<file path="src/rtl/seg_pkg.sv">
// rtl/seg_pkg.sv - shared states, glyph constants and helpers for the seven-segment scanner
package seg_pkg;

  localparam int NDIG = 8;

  typedef enum logic [1:0] {
    IDLE  = 2'd0,
    DRIVE = 2'd1,
    GAP   = 2'd2
  } state_t;

  // Active-low glyphs, bit order {g,f,e,d,c,b,a}
  localparam logic [6:0] SEG_0     = 7'b1000000;
  localparam logic [6:0] SEG_1     = 7'b1111001;
  localparam logic [6:0] SEG_2     = 7'b0100100;
  localparam logic [6:0] SEG_3     = 7'b0110000;
  localparam logic [6:0] SEG_4     = 7'b0011001;
  localparam logic [6:0] SEG_5     = 7'b0010010;
  localparam logic [6:0] SEG_6     = 7'b0000010;
  localparam logic [6:0] SEG_7     = 7'b1111000;
  localparam logic [6:0] SEG_8     = 7'b0000000;
  localparam logic [6:0] SEG_9     = 7'b0010000;
  localparam logic [6:0] SEG_MINUS = 7'b0111111;
  localparam logic [6:0] SEG_E     = 7'b0000110;
  localparam logic [6:0] SEG_BLANK = 7'b1111111;

  // Index of the most significant nonzero nibble; invalid nibbles count as
  // nonzero so an error glyph is never blanked. An all-zero word yields 0.
  function automatic logic [2:0] find_msd(input logic [4*NDIG-1:0] v);
    logic [2:0] m;
    m = 3'd0;
    for (int k = 0; k < NDIG; k++) begin
      if (v[4*k +: 4] != 4'h0) m = 3'(k);
    end
    return m;
  endfunction

endpackage

</file>
<file path="src/rtl/seg_decoder.sv">
// rtl/seg_decoder.sv - nibble to active-low seven-segment glyph, 'E' for non-decimal
module seg_decoder
  import seg_pkg::*;
(
  input  logic [3:0] nibble,
  output logic [6:0] glyph
);

  // Decimal digits map to their glyphs; 10-15 fall back to the error glyph
  always_comb begin
    glyph = SEG_E;
    case (nibble)
      4'd0:    glyph = SEG_0;
      4'd1:    glyph = SEG_1;
      4'd2:    glyph = SEG_2;
      4'd3:    glyph = SEG_3;
      4'd4:    glyph = SEG_4;
      4'd5:    glyph = SEG_5;
      4'd6:    glyph = SEG_6;
      4'd7:    glyph = SEG_7;
      4'd8:    glyph = SEG_8;
      4'd9:    glyph = SEG_9;
      default: glyph = SEG_E;
    endcase
  end

endmodule

</file>
<file path="src/rtl/seven_seg_scanner.sv">
// rtl/seven_seg_scanner.sv - 8-digit multiplexed common-anode display scanner with tear-free updates
module seven_seg_scanner
  import seg_pkg::*;
#(
  parameter int CLK_DIV    = 50000,
  parameter int GAP_CYCLES = 16
) (
  input  logic        clock,
  input  logic        reset,
  input  logic        load,
  input  logic [31:0] bcd,
  input  logic        neg,
  output logic [6:0]  segs,
  output logic [7:0]  dig_sel,
  output logic        frame_start,
  output logic        sign_ovf
);

  // One shared phase counter serves both DRIVE and GAP, sized for the longer
  localparam int CNT_MAX = (CLK_DIV > GAP_CYCLES) ? CLK_DIV : GAP_CYCLES;
  localparam int CW      = $clog2(CNT_MAX);
  localparam logic [CW-1:0] DRIVE_LAST = CW'(CLK_DIV - 1);
  localparam logic [CW-1:0] GAP_LAST   = CW'(GAP_CYCLES - 1);

  state_t        state_q, state_d;
  logic [2:0]    idx_q, idx_d;
  logic [CW-1:0] cnt_q, cnt_d;
  logic [31:0]   shadow_bcd_q, shadow_bcd_d;
  logic          shadow_neg_q, shadow_neg_d;
  logic [31:0]   active_bcd_q, active_bcd_d;
  logic          active_neg_q, active_neg_d;
  logic          sign_ovf_q, sign_ovf_d;
  logic [6:0]    segs_q, segs_d;
  logic [7:0]    dig_sel_q, dig_sel_d;
  logic          frame_start_q, frame_start_d;

  logic [2:0]    msd;
  logic [3:0]    cur_nibble;
  logic [6:0]    dec_glyph;
  logic [6:0]    glyph;

  assign msd        = find_msd(active_bcd_q);
  assign cur_nibble = active_bcd_q[{idx_q, 2'b00} +: 4];

  seg_decoder u_dec (
    .nibble (cur_nibble),
    .glyph  (dec_glyph)
  );

  // Glyph for the digit under scan: blank above msd, minus just above msd
  always_comb begin
    glyph = dec_glyph;
    if (idx_q > msd) begin
      glyph = SEG_BLANK;
      if (active_neg_q && ({1'b0, idx_q} == ({1'b0, msd} + 4'd1))) begin
        glyph = SEG_MINUS;
      end
    end
  end

  // Next-state: scan FSM, shadow capture, frame-boundary active update
  always_comb begin
    state_d      = state_q;
    idx_d        = idx_q;
    cnt_d        = cnt_q;
    shadow_bcd_d = shadow_bcd_q;
    shadow_neg_d = shadow_neg_q;
    active_bcd_d = active_bcd_q;
    active_neg_d = active_neg_q;

    if (load) begin
      shadow_bcd_d = bcd;
      shadow_neg_d = neg;
    end

    case (state_q)
      IDLE: begin
        if (load) begin
          active_bcd_d = bcd;
          active_neg_d = neg;
          state_d      = DRIVE;
          idx_d        = 3'd0;
          cnt_d        = '0;
        end
      end
      DRIVE: begin
        if (cnt_q == DRIVE_LAST) begin
          state_d = GAP;
          cnt_d   = '0;
        end else begin
          cnt_d = cnt_q + 1'b1;
        end
      end
      GAP: begin
        if (cnt_q == GAP_LAST) begin
          state_d = DRIVE;
          cnt_d   = '0;
          idx_d   = idx_q + 3'd1;
          // Wrap 7 -> 0 is the frame boundary; a load on this very edge
          // only reaches the shadow, so the old shadow is taken here.
          if (idx_q == 3'd7) begin
            active_bcd_d = shadow_bcd_q;
            active_neg_d = shadow_neg_q;
          end
        end else begin
          cnt_d = cnt_q + 1'b1;
        end
      end
      default: begin
        state_d = IDLE;
        idx_d   = 3'd0;
        cnt_d   = '0;
      end
    endcase

    sign_ovf_d = active_neg_d && (active_bcd_d[31:28] != 4'h0);
  end

  // Registered pin drive, derived from the current scan position
  always_comb begin
    segs_d        = SEG_BLANK;
    dig_sel_d     = 8'hFF;
    frame_start_d = 1'b0;
    if (state_q == DRIVE) begin
      segs_d        = glyph;
      dig_sel_d     = ~(8'h01 << idx_q);
      frame_start_d = (idx_q == 3'd0) && (cnt_q == '0);
    end
  end

  // State and output registers with immediate blanking on reset
  always_ff @(posedge clock or posedge reset) begin
    if (reset) begin
      state_q       <= IDLE;
      idx_q         <= 3'd0;
      cnt_q         <= '0;
      shadow_bcd_q  <= '0;
      shadow_neg_q  <= 1'b0;
      active_bcd_q  <= '0;
      active_neg_q  <= 1'b0;
      sign_ovf_q    <= 1'b0;
      segs_q        <= SEG_BLANK;
      dig_sel_q     <= 8'hFF;
      frame_start_q <= 1'b0;
    end else begin
      state_q       <= state_d;
      idx_q         <= idx_d;
      cnt_q         <= cnt_d;
      shadow_bcd_q  <= shadow_bcd_d;
      shadow_neg_q  <= shadow_neg_d;
      active_bcd_q  <= active_bcd_d;
      active_neg_q  <= active_neg_d;
      sign_ovf_q    <= sign_ovf_d;
      segs_q        <= segs_d;
      dig_sel_q     <= dig_sel_d;
      frame_start_q <= frame_start_d;
    end
  end

  assign segs        = segs_q;
  assign dig_sel     = dig_sel_q;
  assign frame_start = frame_start_q;
  assign sign_ovf    = sign_ovf_q;

endmodule

</file>
<file path="config.mk">
export PLATFORM = sky130hd
export DESIGN_NAME = seven_seg_scanner
export DESIGN_NICKNAME = d
export VERILOG_FILES = /design/src/rtl/seg_pkg.sv /design/src/rtl/seg_decoder.sv /design/src/rtl/seven_seg_scanner.sv
export SDC_FILE = /design/constraint.sdc
export NUM_CORES = 1
export LEC_CHECK = 0
export ABC_AREA = 0
export BUFFER_PORTS_ARGS = -buffer_cell sky130_fd_sc_hd__buf_2
export CAP_MARGIN = 20
export CORE_MARGIN = 2
export CORE_UTILIZATION = 59
export CTS_BUF_LIST = sky130_fd_sc_hd__clkbuf_16
export CTS_CLUSTER_SIZE = 40
export DETAILED_ROUTE_END_ITERATION = 10
export PLACE_DENSITY = 0.84
export SLEW_MARGIN = 15
export SYNTH_ARGS = -nofsm -noshare
export SYNTH_HDL_FRONTEND = slang
export SYNTH_SLANG_ARGS = --single-unit
export TNS_END_PERCENT = 10
</file>
<file path="constraint.sdc">
create_clock -name clock -period 3.45 [get_ports clock]
set_input_delay 0.5175 -clock clock [delete_from_list [all_inputs] [get_ports clock]]
set_output_delay 0.5175 -clock clock [all_outputs]
set_load 0.01 [all_outputs]
</file>
# After elaboration in Yosys (flattened, before gate mapping)

Memories as Yosys holds them, arrays and structs flattened.
Cells that the tools add are included.

Add/sub/neg operators: 3
Order comparisons: 1
Eq/ne operators: 10
Shift operators: 2
Muxes and demuxes: 31
Bitwise operators: 2
Reduce and logical (&&, ||, !) cells: 18

Operators by type and width:

| cell                                                  | count |
|---|---|
| 2-to-1 mux 32 bit                                     | 3 |
| one-hot mux 32 bit (2 select lines)                   | 1 |
| 2-to-1 mux 16 bit                                     | 3 |
| one-hot mux 16 bit (3 select lines)                   | 1 |
| nonzero test 4 bit                                    | 8 |
| variable part select 32 x 6 -> 4 bit                  | 1 |
| 2-to-1 mux 3 bit                                      | 8 |
| 2-to-1 mux 7 bit                                      | 3 |
| adder 16 x 1 -> 16 bit (second input constant)        | 1 |
| equality test 16 bit (second input constant)          | 1 |
| equality test 16 x 4 -> 1 bit (second input constant) | 1 |
| logical NOT 16 bit                                    | 1 |
| one-hot mux 3 bit (3 select lines)                    | 1 |
| 2-to-1 mux 8 bit                                      | 1 |
| != test 2 bit (second input constant)                 | 4 |
| inverter 8 bit                                        | 1 |
| left shift 1 x 3 -> 8 bit (first input constant)      | 1 |
| 2-to-1 mux 2 bit                                      | 3 |
| one-hot mux 2 bit (3 select lines)                    | 1 |
| AND reduction 3 bit                                   | 2 |
| 2-to-1 mux 1 bit                                      | 5 |
| adder 3 x 1 -> 4 bit (second input constant)          | 1 |
| equality test 3 x 4 -> 1 bit                          | 1 |
| AND reduction 4 bit                                   | 1 |
| other kinds (11)                                      | 13 |

Flip-flop bits (word level): 104
ROM bits: 112
Input bits: 36
Output and inout bits: 17
Logic and storage cells: 80
Memories: 1

Memory list:

| name             | words | width | rd ports | clocked after memory_dff | wr ports | line              | RTL |
|---|---|---|---|---|---|---|---|
| (name not given) | 16    | 7     | 1        | 0                        | 0        | seg_decoder.sv:12 | `case (nibble)` |

# Longest topological paths before layout

Gate-level depths: netlist of run 1.

Depth after elaboration: 14
Gate-level depth with buffers: 11
Mapped depth without buffers: 11

# By module

Synthesis of run 1 repeated with hierarchy kept, for this count alone.

Cells, all modules: 470
Area total of the unflattened synthesis: 5524.0 sq um

By module, submodules not included:

| module            | times used | cells each | area each (sq um) | sequential area each (sq um) |
|---|---|---|---|---|
| seven_seg_scanner | 1          | 443        | 5337.6            | 2621.3 |
| seg_decoder       | 1          | 27         | 186.4             | 0.0 |

# Worst setup path before layout of run 1

No wires, ideal clock.

Path kind: flip-flop to flip-flop
From: register idx_q[1]
To: register segs_q[4] (netlist: segs[4])
Setup time: 0.081 ns
Arrival time: 2.475 ns
Data required time: 3.369 ns
Slack: 0.893 ns
Stages on the path, launching flop included: 8
Buffers on the path: 1
Clock period less this slack: 2.557 ns
Cell sequence: dfrtp_1 clkbuf_1 mux4_2 mux2i_1 inv_1 ha_1 or3_1 o211ai_1

Cells in the longest elaborated chain, start to end: 4
Elaborated cells on any way between the ends: 5
Classes of those cells: order compare: 1; shift: 1; mux: 2; memory: 1

Ends and longest elaborated chain:

| item                                 | line                     | RTL |
|---|---|---|
| start, declared                      | seven_seg_scanner.sv:26  | `logic [2:0] idx_q, idx_d;` |
| start signal, assigned               | seven_seg_scanner.sv:147 | `idx_q <= idx_d;` |
| variable part select 32 x 6 -> 4 bit | seven_seg_scanner.sv:43  | `assign cur_nibble = active_bcd_q[{idx_q, 2'b00} +: 4];` |
| memory read (16 x 7 bit)             | -                        |  |
| 2-to-1 mux 7 bit *                   | seven_seg_scanner.sv:53  | `if (idx_q > msd) begin` |
| 2-to-1 mux 7 bit *                   | seven_seg_scanner.sv:124 | `if (state_q == DRIVE) begin` |
| via segs_d[4]                        | seven_seg_scanner.sv:33  | `logic [6:0] segs_q, segs_d;` |
| end signal, assigned                 | seven_seg_scanner.sv:154 | `segs_q <= segs_d;` |
| end, declared                        | seven_seg_scanner.sv:33  |  |

Mark *: on every way through the listed nets, which the timed path passes. The rest lies on a longest branch.
A chain may end at the register's enable or synchronous reset.

# Worst setup path in the final report of run 1

From: register cnt_q[10]
To: register active_bcd_q[10]

Cells in the longest elaborated chain, start to end: 3

Ends and longest elaborated chain:

| item                          | line                     | RTL |
|---|---|---|
| start, declared               | seven_seg_scanner.sv:27  | `logic [CW-1:0] cnt_q, cnt_d;` |
| start signal, assigned        | seven_seg_scanner.sv:148 | `cnt_q <= cnt_d;` |
| equality test 16 x 4 -> 1 bit | seven_seg_scanner.sv:95  | `if (cnt_q == GAP_LAST) begin` |
| != test 2 bit (no line)       | -                        |  |
| AND reduction 4 bit (no line) | -                        |  |
| end signal, assigned          | seven_seg_scanner.sv:151 | `active_bcd_q <= active_bcd_d;` |
| end, declared                 | seven_seg_scanner.sv:30  | `logic [31:0] active_bcd_q, active_bcd_d;` |

No other way between the ends.

==> metrics.txt, run 1 <==
hold buffers post-CTS=0; layout cells sized above 1=0.258; Post-Syn Area=5110 um2; die footprint=about 9400 um2; actual slew at the worst max-slew pin=between 1 and 1.5 ns; Multi-input gate area=2310 um2; skew final=~0.014 ns; post-synth cell types=between 40 and 50; Final Cycle Share=0.846; vias=approximately 3.7k; area grow syn2layout=11.2%; min Tclk post-route=between 2 and 3 ns; crit end category=flop; Bufs on Longest Clock Path=2; Total Wirelength=between 10000 and 15000 um; H-tree depth=3; TritonRoute pass-1 iters=5; Hold Path Class=primary input to asynchronous set/reset pin; worst reg2reg path startpoint=cnt_q[10]; synth warn=0; Top FF cell, synth=dfrtp_1; worst r2r path cells=5; port buffer count=52; per-cell routed wire length=17.6 um; number of flops mapped to enable cells by yosys=0; Final Hold Fails=0; Post-Synthesis Cells=between 400 and 500; CP Launch Point=cnt_q[10]; list of most frequent post-synthesis cells=dfrtp_1 (89), nand2_1 (67), mux2_2 (33), a22oi_1 (31), o21ai_1 (27); CP max FO=62; setup bufs post-CTS=0; total track usage=0.240; Clk pin slew, worst setup/hold paths=roughly 0.07 ns; Routability Congestion=just under 0.9; Detailed Route Iter0 Violations=204; vias in the first global route=slightly below 4k; Synthesized Nets=roughly 520; Max-cap violations=0; post-route worst setup slack=0.531 ns; Setup crit end=active_bcd_q[10]; initial antenna violation count=0; Critical R2R Capture=active_bcd_q[10]; net count reported at finish=between 500 and 600; syn_area_per_cell=about 11 um2; Layout Cells excl Fill=between 600 and 700; Die Y=roughly 97 um; Seq cells post-synth=104; # IOs=between 50 and 60; clk_lat worst skew=~0.34 ns; RSZ-0062 raised after global routing=no; most numerous cell in the Yosys netlist=dfrtp_1; FF/Latch Area=about 2600 um2; site row count=33; element type at the critical path start=flop; synth top area cells=dfrtp_1 (44%), dfstp_2 (7.7%), mux2_2 (7.3%); area leader, netlist=dfrtp_1; first-pass GRT wire length=18500 um; design area=5690 um2; Final Slew Violations=0; status=complete, no violations; total power=around 4400 uW; setup TNS=0 ns; pre-CTS WS=approximately 0.55 ns; placed insts=between 600 and 700; CTS tree=built; largest net degree at the start of global routing=95; DR vias/cell=slightly above 6; clk root buf=clkbuf_16; register area share after synthesis=0.512; grt total ovfl=0; Worst Setup Path Type=flop to flop; fmax=about 340 MHz; Lkg Pwr=0.00247 uW; # diodes=0; post-DP HPWL=about 7400 um; Die W=97.1 um; Fill cells=620; clock sinks=between 100 and 150; final setup violation count=0; worst endpoint required time=3.63 ns; post_cts resized=0; async set-reset flop share out of synthesis=1.00; peak supply drop=approximately 0.00043 V; initial core utilization=0.616; reg2reg setup slack=approximately 0.53 ns; Pwr Density=~770 nW/um2; post-route ant nets=0; top cell type's share of synthesized area=0.435; Cell Area, Placed=~5400 um2; Core ar.=approximately 8300 um2; TritonCTS buffer count=9; Rel. slew slack=0.313; critical path arrival=slightly above 3 ns; detailed-route DRC error count=0
## logic make-up after synthesis
family / synth area share
adder cells (fa/ha/maj): 0.0465
AO/OA/AOI/OAI: 0.128
buffers and inverters: 0.0364
flip-flops: 0.512
AND/OR/NAND/NOR: 0.137
multiplexers: 0.118
XOR/XNOR: 0.0223
## sequential cells by signal, summed over array words and instances, names as in the netlist, 2 cells and up
| name | cells |
|---|---|
| state_q | 2 |
| idx_q | 3 |
| dig_sel | 8 |
| shadow_bcd_q | 32 |
| active_bcd_q | 32 |
| segs | 7 |
| cnt_q | 16 |
## layer usage
layer | up-vias | global-route usage | part of all wire
met4 | 0 | 0.0737 | 0.011
met5 | - | 0 | 0
met1 | 1861 | 0.308 | 0.42
met2 | 100 | 0.416 | 0.53
li1 | 1766 | - | -
met3 | 12 | 0.0468 | 0.035
## how the worst min path moves through the flow
stage	to	startpoint	slack (ns)
finish	idx_q[1]	reset	0.35
global route	shadow_bcd_q[2]	bcd[2]	0.41
CTS	shadow_bcd_q[23]	bcd[23]	0.41
detailed placement	shadow_bcd_q[27]	shadow_bcd_q[27]	0.50
global placement	shadow_bcd_q[18]	shadow_bcd_q[18]	0.49
floorplan	active_bcd_q[0]	active_bcd_q[0]	0.45
## power by group
part | internal, uW | leakage (uW) | switching [uW]
combinational | 668 | 0.00104 | 932
clock | 489 | 0.000130 | 450
sequential | 1550 | 0.00130 | 269
## final cells by class
| class | instances | share of cell area |
|---|---|---|
| clock buffers | 9 | 0.0396 |
| clock inverters | 6 | 0.00792 |
| inverters | 12 | 0.00880 |
| multi-input cells | 326 | 0.406 |
| flip-flops and latches | 104 | 0.461 |
| well taps | 105 | 0.0231 |
| repair buffers | 58 | 0.0537 |
## worst max-delay path, stage by stage (launching register included)
cell	delay, ns
dfrtp_1	0.41
or4_1	0.57
or4_1	0.72
o31a_2	0.74
nand2_1	0.21
o21ai_1	0.09
## through the flow
step,util,hold WS [ns]
3_5_place_dp,0.652,0.496
2_1_floorplan,-,0.451
5_1_grt,0.685,0.410
6_report,0.685,0.353
3_3_place_gp,0.652,0.490
4_1_cts,0.685,0.412
## cells in the final DEF (no fill, tap or decap), drive strengths merged, types with 2 or more instances in the layout
| master | instances |
|---|---|
| a21o | 4 |
| a21oi | 7 |
| a22oi | 31 |
| a2bb2oi | 2 |
| and2 | 5 |
| and3 | 4 |
| buf | 58 |
| clkbuf | 9 |
| clkinvlp | 2 |
| dfrtp | 89 |
| dfstp | 15 |
| ha | 19 |
| inv | 15 |
| mux2 | 33 |
| mux2i | 5 |
| mux4 | 8 |
| nand2 | 67 |
| nand2b | 2 |
| nand3 | 12 |
| nand3b | 2 |
| nand4 | 5 |
| nor2 | 21 |
| nor2b | 3 |
| nor3 | 2 |
| nor4 | 9 |
| nor4b | 3 |
| o211ai | 2 |
| o21a | 2 |
| o21ai | 43 |
| o22ai | 3 |
| o41ai | 2 |
| or3 | 4 |
| or4 | 4 |
| xnor2 | 4 |
| xor2 | 9 |
No activity file was read; power rests on OpenSTA's default activity.
==> run 2: changes to the inputs <==
Settings changed: ABC_AREA 0 to 1.
Clock period 3.45 ns to 2.9 ns, I/O delays scaled along.
==> metrics.txt, run 2 <==
worst reg2reg path startpoint=active_bcd_q[8]; hold buffers post-CTS=0; port buffer count=52; Post-Syn Area=~5400 um2; list of most frequent post-synthesis cells=nand2_1 (169), dfrtp_1 (89), inv_1 (85), o21ai_0 (79), nor2_1 (40); TritonRoute pass-1 iters=6; syn_area_per_cell=8.12 um2; critical path's slowest cell=dfrtp_1; layout cells sized above 1=0.155; register area share after synthesis=0.489; detailed-route DRC error count=0; post-DP HPWL=8180 um; crit end category=flop; Rel. slew slack=0.439; Final Slew Violations=0; final setup violation count=0; DR vias/cell=5.45; actual slew at the worst max-slew pin=0.840 ns; async set-reset flop share out of synthesis=1.00; pre-CTS WS=0.627 ns; most frequent cells in the layout=nand2_1 (169), dfrtp_1 (89), inv_1 (84); Total Wirelength=between 10000 and 15000 um; Cell Area, Placed=about 5700 um2; Worst Setup Path Type=flop to flop; post-route worst setup slack=0.587 ns; Fill cells=720; Core ar.=8760 um2; initial antenna violation count=0; Lkg Pwr=0.00297 uW; min Tclk post-route=around 2.3 ns; clk root buf=clkbuf_16; # diodes=0; post-route ant nets=0; post_cts resized=0; die footprint=~10000 um2; vias=roughly 4.5k; worst r2r path cells=11; reg2reg setup slack=between 0.5 and 0.6 ns; Buf/Inv on CP=0; vias in the first global route=4460; initial core utilization=0.612; CP Launch Point=active_bcd_q[8]; number of flops mapped to enable cells by yosys=0; Hold Path Class=primary input to asynchronous set/reset pin; post-synth cell types=39; top cell type's share of synthesized area=0.415; first-pass GRT wire length=approximately 20000 um; Die W=~99 um; site row count=34; Routability Congestion=0.901; RSZ-0062 raised after global routing=no; Post-Synthesis Cells=661; area leader, netlist=dfrtp_1; per-cell routed wire length=approximately 14 um; clock sinks=104; Pwr Density=~480 nW/um2; Top FF cell, synth=dfrtp_1; skew final=0.00755 ns; fmax=432 MHz; TritonCTS buffer count=9; setup TNS=0 ns; Critical Path Stages=11; setup bufs post-CTS=0; Clk pin slew, worst setup/hold paths=0.07 ns; synth warn=0; CP most frequent cell=o21ai_0; Final Hold Fails=0; # IOs=53; element type at the critical path start=flop; CP max FO=2; clk_lat worst skew=roughly 0.35 ns; most numerous cell in the Yosys netlist=nand2_1; Max-cap violations=0; Bufs on Longest Clock Path=2; Seq cells post-synth=104; placed insts=approximately 800; total track usage=0.252; status=complete, no violations; delay-heaviest family, CP=simple AND/OR/NAND/NOR gates; Detailed Route Iter0 Violations=between 200 and 300; Final Cycle Share=0.798; Layout Cells excl Fill=~820; worst endpoint required time=between 3 and 4 ns; net count reported at finish=between 700 and 800; largest net degree at the start of global routing=66; CP cell instances=nor4_1 -> o21ai_0 -> a21oi_1 -> nor2_1 -> o21bai_1 -> ha_1 -> xor2_1 -> nor4_1 -> nand2_1 -> o21ai_0 -> o21ai_0; final core occ=0.686; commonest non-fill, non-tap cell in the layout=nand2_1; Max stage delay on crit path=0.38 ns; CTS tree=built; design area=approximately 6000 um2; Synthesized Nets=~720; H-tree depth=3; peak supply drop=0.000380 V; grt total ovfl=0; synth top area cells=dfrtp_1 (42%), nand2_1 (12%), o21ai_0 (7.4%); area grow syn2layout=12.1%; biggest regs=active_bcd_q: 32 flops, shadow_bcd_q: 32 flops, cnt_q: 16 flops; Die Y=slightly below 100 um; critical path arrival=approximately 2.6 ns
run 2: worst register-to-register path: cells and delay by family (launching register included):
| family | cells | cell delay, ns |
|---|---|---|
| adders and majority gates | 1 | 0.27 |
| xor gates and xnor gates | 1 | 0.14 |
| DFF | 1 | 0.38 |
| AOI/OAI and AO/OA | 5 | 0.70 |
| and+or+nand+nor | 4 | 0.73 |
run 2: area by class of cell:
class	count	area (um2)	share of cell area
Clock inverter	7	87.6	0.0146
Tap cell	108	135	0.0225
Sequential cell	104	2620	0.436
Multi-Input combinational cell	442	2270	0.378
Clock buffer	9	225	0.0374
Inverter	89	340	0.0566
Timing Repair Buffer	60	333	0.0553
run 2: report_power, final:
part / leakage, uW / internal, uW / switching (uW)
logic: 0.00168 / 46.8 / 90.3
registers: 0.00115 / 1490 / 12.7
clock network: 0.000146 / 686 / 580
total: 0.00297 / 2220 / 683
run 2: path summary, 6_finish.rpt:
| kind | end |
|---|---|
| worst max register to register | segs[6] |
| worst min-delay path | shadow_bcd_q[17] |
| worst min register to register | shadow_bcd_q[29] |
| max in group asynchronous | dig_sel[3] |
| worst max-delay path | segs[6] |
| min in group clock | shadow_bcd_q[7] |
run 2: per-stage QoR:
step                total power [uW]  hold slack [ns]
floorplan                       1620            0.442
finish                          2910            0.245
global placement                1660            0.458
detailed placement              1670            0.467
CTS                             2920            0.272
global route                    3010            0.320
run 2: per-layer routing:
metal	track usage	up-vias	wire length, um
met5	0	-	0
met4	0.0896	0	258
met3	0.0611	23	542
met2	0.425	117	5530
met1	0.317	2082	5170
li1	-	2241	-
run 2: kinds of logic (layout without fill, tap and decap cells):
family / Yosys count / in the layout / synth area share
simple gates: 269 / 269 / 0.217
compound gates: 147 / 147 / 0.151
buf+inv: 115 / 165 / 0.0877
flops: 104 / 104 / 0.489
fa+ha+maj: 19 / 19 / 0.0443
xor+xnor: 7 / 7 / 0.0114
==> run 3: changes to the inputs <==
Clock period 2.9 ns to 2.3 ns, I/O delays scaled along.
==> metrics.txt, run 3 (synthesis gave the netlist of run 2 again) <==
die footprint=around 9900 um2; biggest regs=active_bcd_q: 32 flops, shadow_bcd_q: 32 flops, cnt_q: 16 flops; Worst Setup Path Type=flop to flop; post-route ant nets=0; initial core utilization=0.612; Max stage delay on crit path=roughly 0.43 ns; Total Wirelength=~12000 um; placed insts=806; final core occ=0.694; worst r2r path cells=11; Buf/Inv on CP=0; site row count=34; final setup violation count=1; total track usage=0.250; post-route worst setup slack=-0.0267 ns; # IOs=53; clk root buf=clkbuf_16; Setup crit end=segs[6]; clk_lat worst skew=0.35 ns; design area=approximately 6100 um2; Pwr Density=roughly 600 nW/um2; detailed-route DRC error count=0; skew final=0.00892 ns; initial antenna violation count=0; clock sinks=around 100; RSZ-0062 raised after global routing=yes; fmax=roughly 430 MHz; critical path arrival=approximately 2.6 ns; CP Launch Point=active_bcd_q[10]; Final Cycle Share=1.01; Max-cap violations=0; setup TNS=-0.0267 ns; Lkg Pwr=between 0.002 and 0.003 uW; failing checks=negative setup slack; vias in the first global route=4440; Core ar.=8760 um2; min Tclk post-route=~2.3 ns; actual slew at the worst max-slew pin=roughly 0.59 ns; # diodes=0; CP most frequent cell=o21ai_1; port buffer count=52; DR vias/cell=around 5.5; Detailed Route Iter0 Violations=238; Layout Cells excl Fill=approximately 830; Fill cells=around 680; most frequent cells in the layout=nand2_1 (168), dfrtp_1 (89), inv_1 (83); CP cell instances=nor4_4 -> o21ai_1 -> a21oi_1 -> nor2_1 -> o21bai_1 -> ha_1 -> xor2_1 -> nor4_1 -> nand2_1 -> o21ai_1 -> o21ai_1; pre-CTS WS=~0.0048 ns; reg2reg setup slack=-0.03 ns; Hold Path Class=primary input to asynchronous set/reset pin; grt total ovfl=0; worst reg2reg path startpoint=active_bcd_q[10]; Clk pin slew, worst setup/hold paths=around 0.08 ns; status=complete, but fails checks; crit end category=flop; area grow syn2layout=13.4%; peak supply drop=0.000297 V; largest net degree at the start of global routing=105; layout cells sized above 1=0.170; H-tree depth=3; Die Y=between 90 and 100 um; CTS tree=built; post-DP HPWL=approximately 8000 um; Final Slew Violations=0; Critical R2R Capture=segs[6]; delay-heaviest family, CP=simple AND/OR/NAND/NOR gates; Final Hold Fails=0; per-cell routed wire length=roughly 14 um; first-pass GRT wire length=about 20000 um; Routability Congestion=0.858; critical path's slowest cell=dfrtp_1; element type at the critical path start=flop; Critical Path Stages=11; commonest non-fill, non-tap cell in the layout=nand2_1; CP max FO=3; Bufs on Longest Clock Path=2; net count reported at finish=~770; Die W=about 99 um; worst endpoint required time=roughly 2.6 ns; vias=approximately 4.5k; TritonCTS buffer count=9; Rel. slew slack=0.603; Cell Area, Placed=~5700 um2; TritonRoute pass-1 iters=5
## run 3: metal layers
layer	wire length, um	part of all wire	track usage
met3	530	0.046	0.0450
met4	255	0.022	0.0991
met2	5790	0.50	0.418
met1	5020	0.43	0.324
met5	0	0	0
## run 3: cell type report
class | instances | area [um2] | area share
clock buffers | 9 | 225 | 0.0370
flip-flops and latches | 104 | 2620 | 0.431
clock inverters | 7 | 75.1 | 0.0123
multi-input cells | 442 | 2310 | 0.380
well taps | 108 | 135 | 0.0222
repair buffers | 66 | 378 | 0.0621
inverters | 89 | 340 | 0.0559
## run 3: power breakdown
part	switching [uW]	internal (uW)
combinational	115	59.0
sequential	16.6	1880
clock	756	767
## run 3: how the worst min path moves through the flow
stage                     start  depth (start not counted)                to
6_report                  reset                          3  shadow_bcd_q[11]
5_1_grt                   reset                          3         cnt_q[12]
4_1_cts                   reset                          3  shadow_bcd_q[11]
3_5_place_dp   shadow_bcd_q[31]                          2  shadow_bcd_q[31]
3_3_place_gp   shadow_bcd_q[28]                          2  shadow_bcd_q[28]
2_1_floorplan  shadow_bcd_q[29]                          2  shadow_bcd_q[29]
## run 3: worst register-to-register path, delay by kind of cell (launching register included)
kind	cells	cell delay, ns
flops	1	0.43
xor+xnor	1	0.15
fa+ha+maj	1	0.28
simple gates	4	0.71
compound gates	5	0.67
## run 3: timing repair
| item | in CTS | in global routing |
|---|---|---|
| hold buffers | 0 | 0 |
| setup endpoints to repair | 1 | 7 |
| pin swaps | 0 | 5 |
| setup buffers | 0 | 3 |
| resized for setup | 1 | 9 |
## run 3: through the flow
step,total power [uW],hold slack (ns)
after floorplan,2040,0.442
after global placement,2100,0.459
after detailed placement,2110,0.468
after CTS,3630,0.170
after global routing,3720,0.222
final,3590,0.118
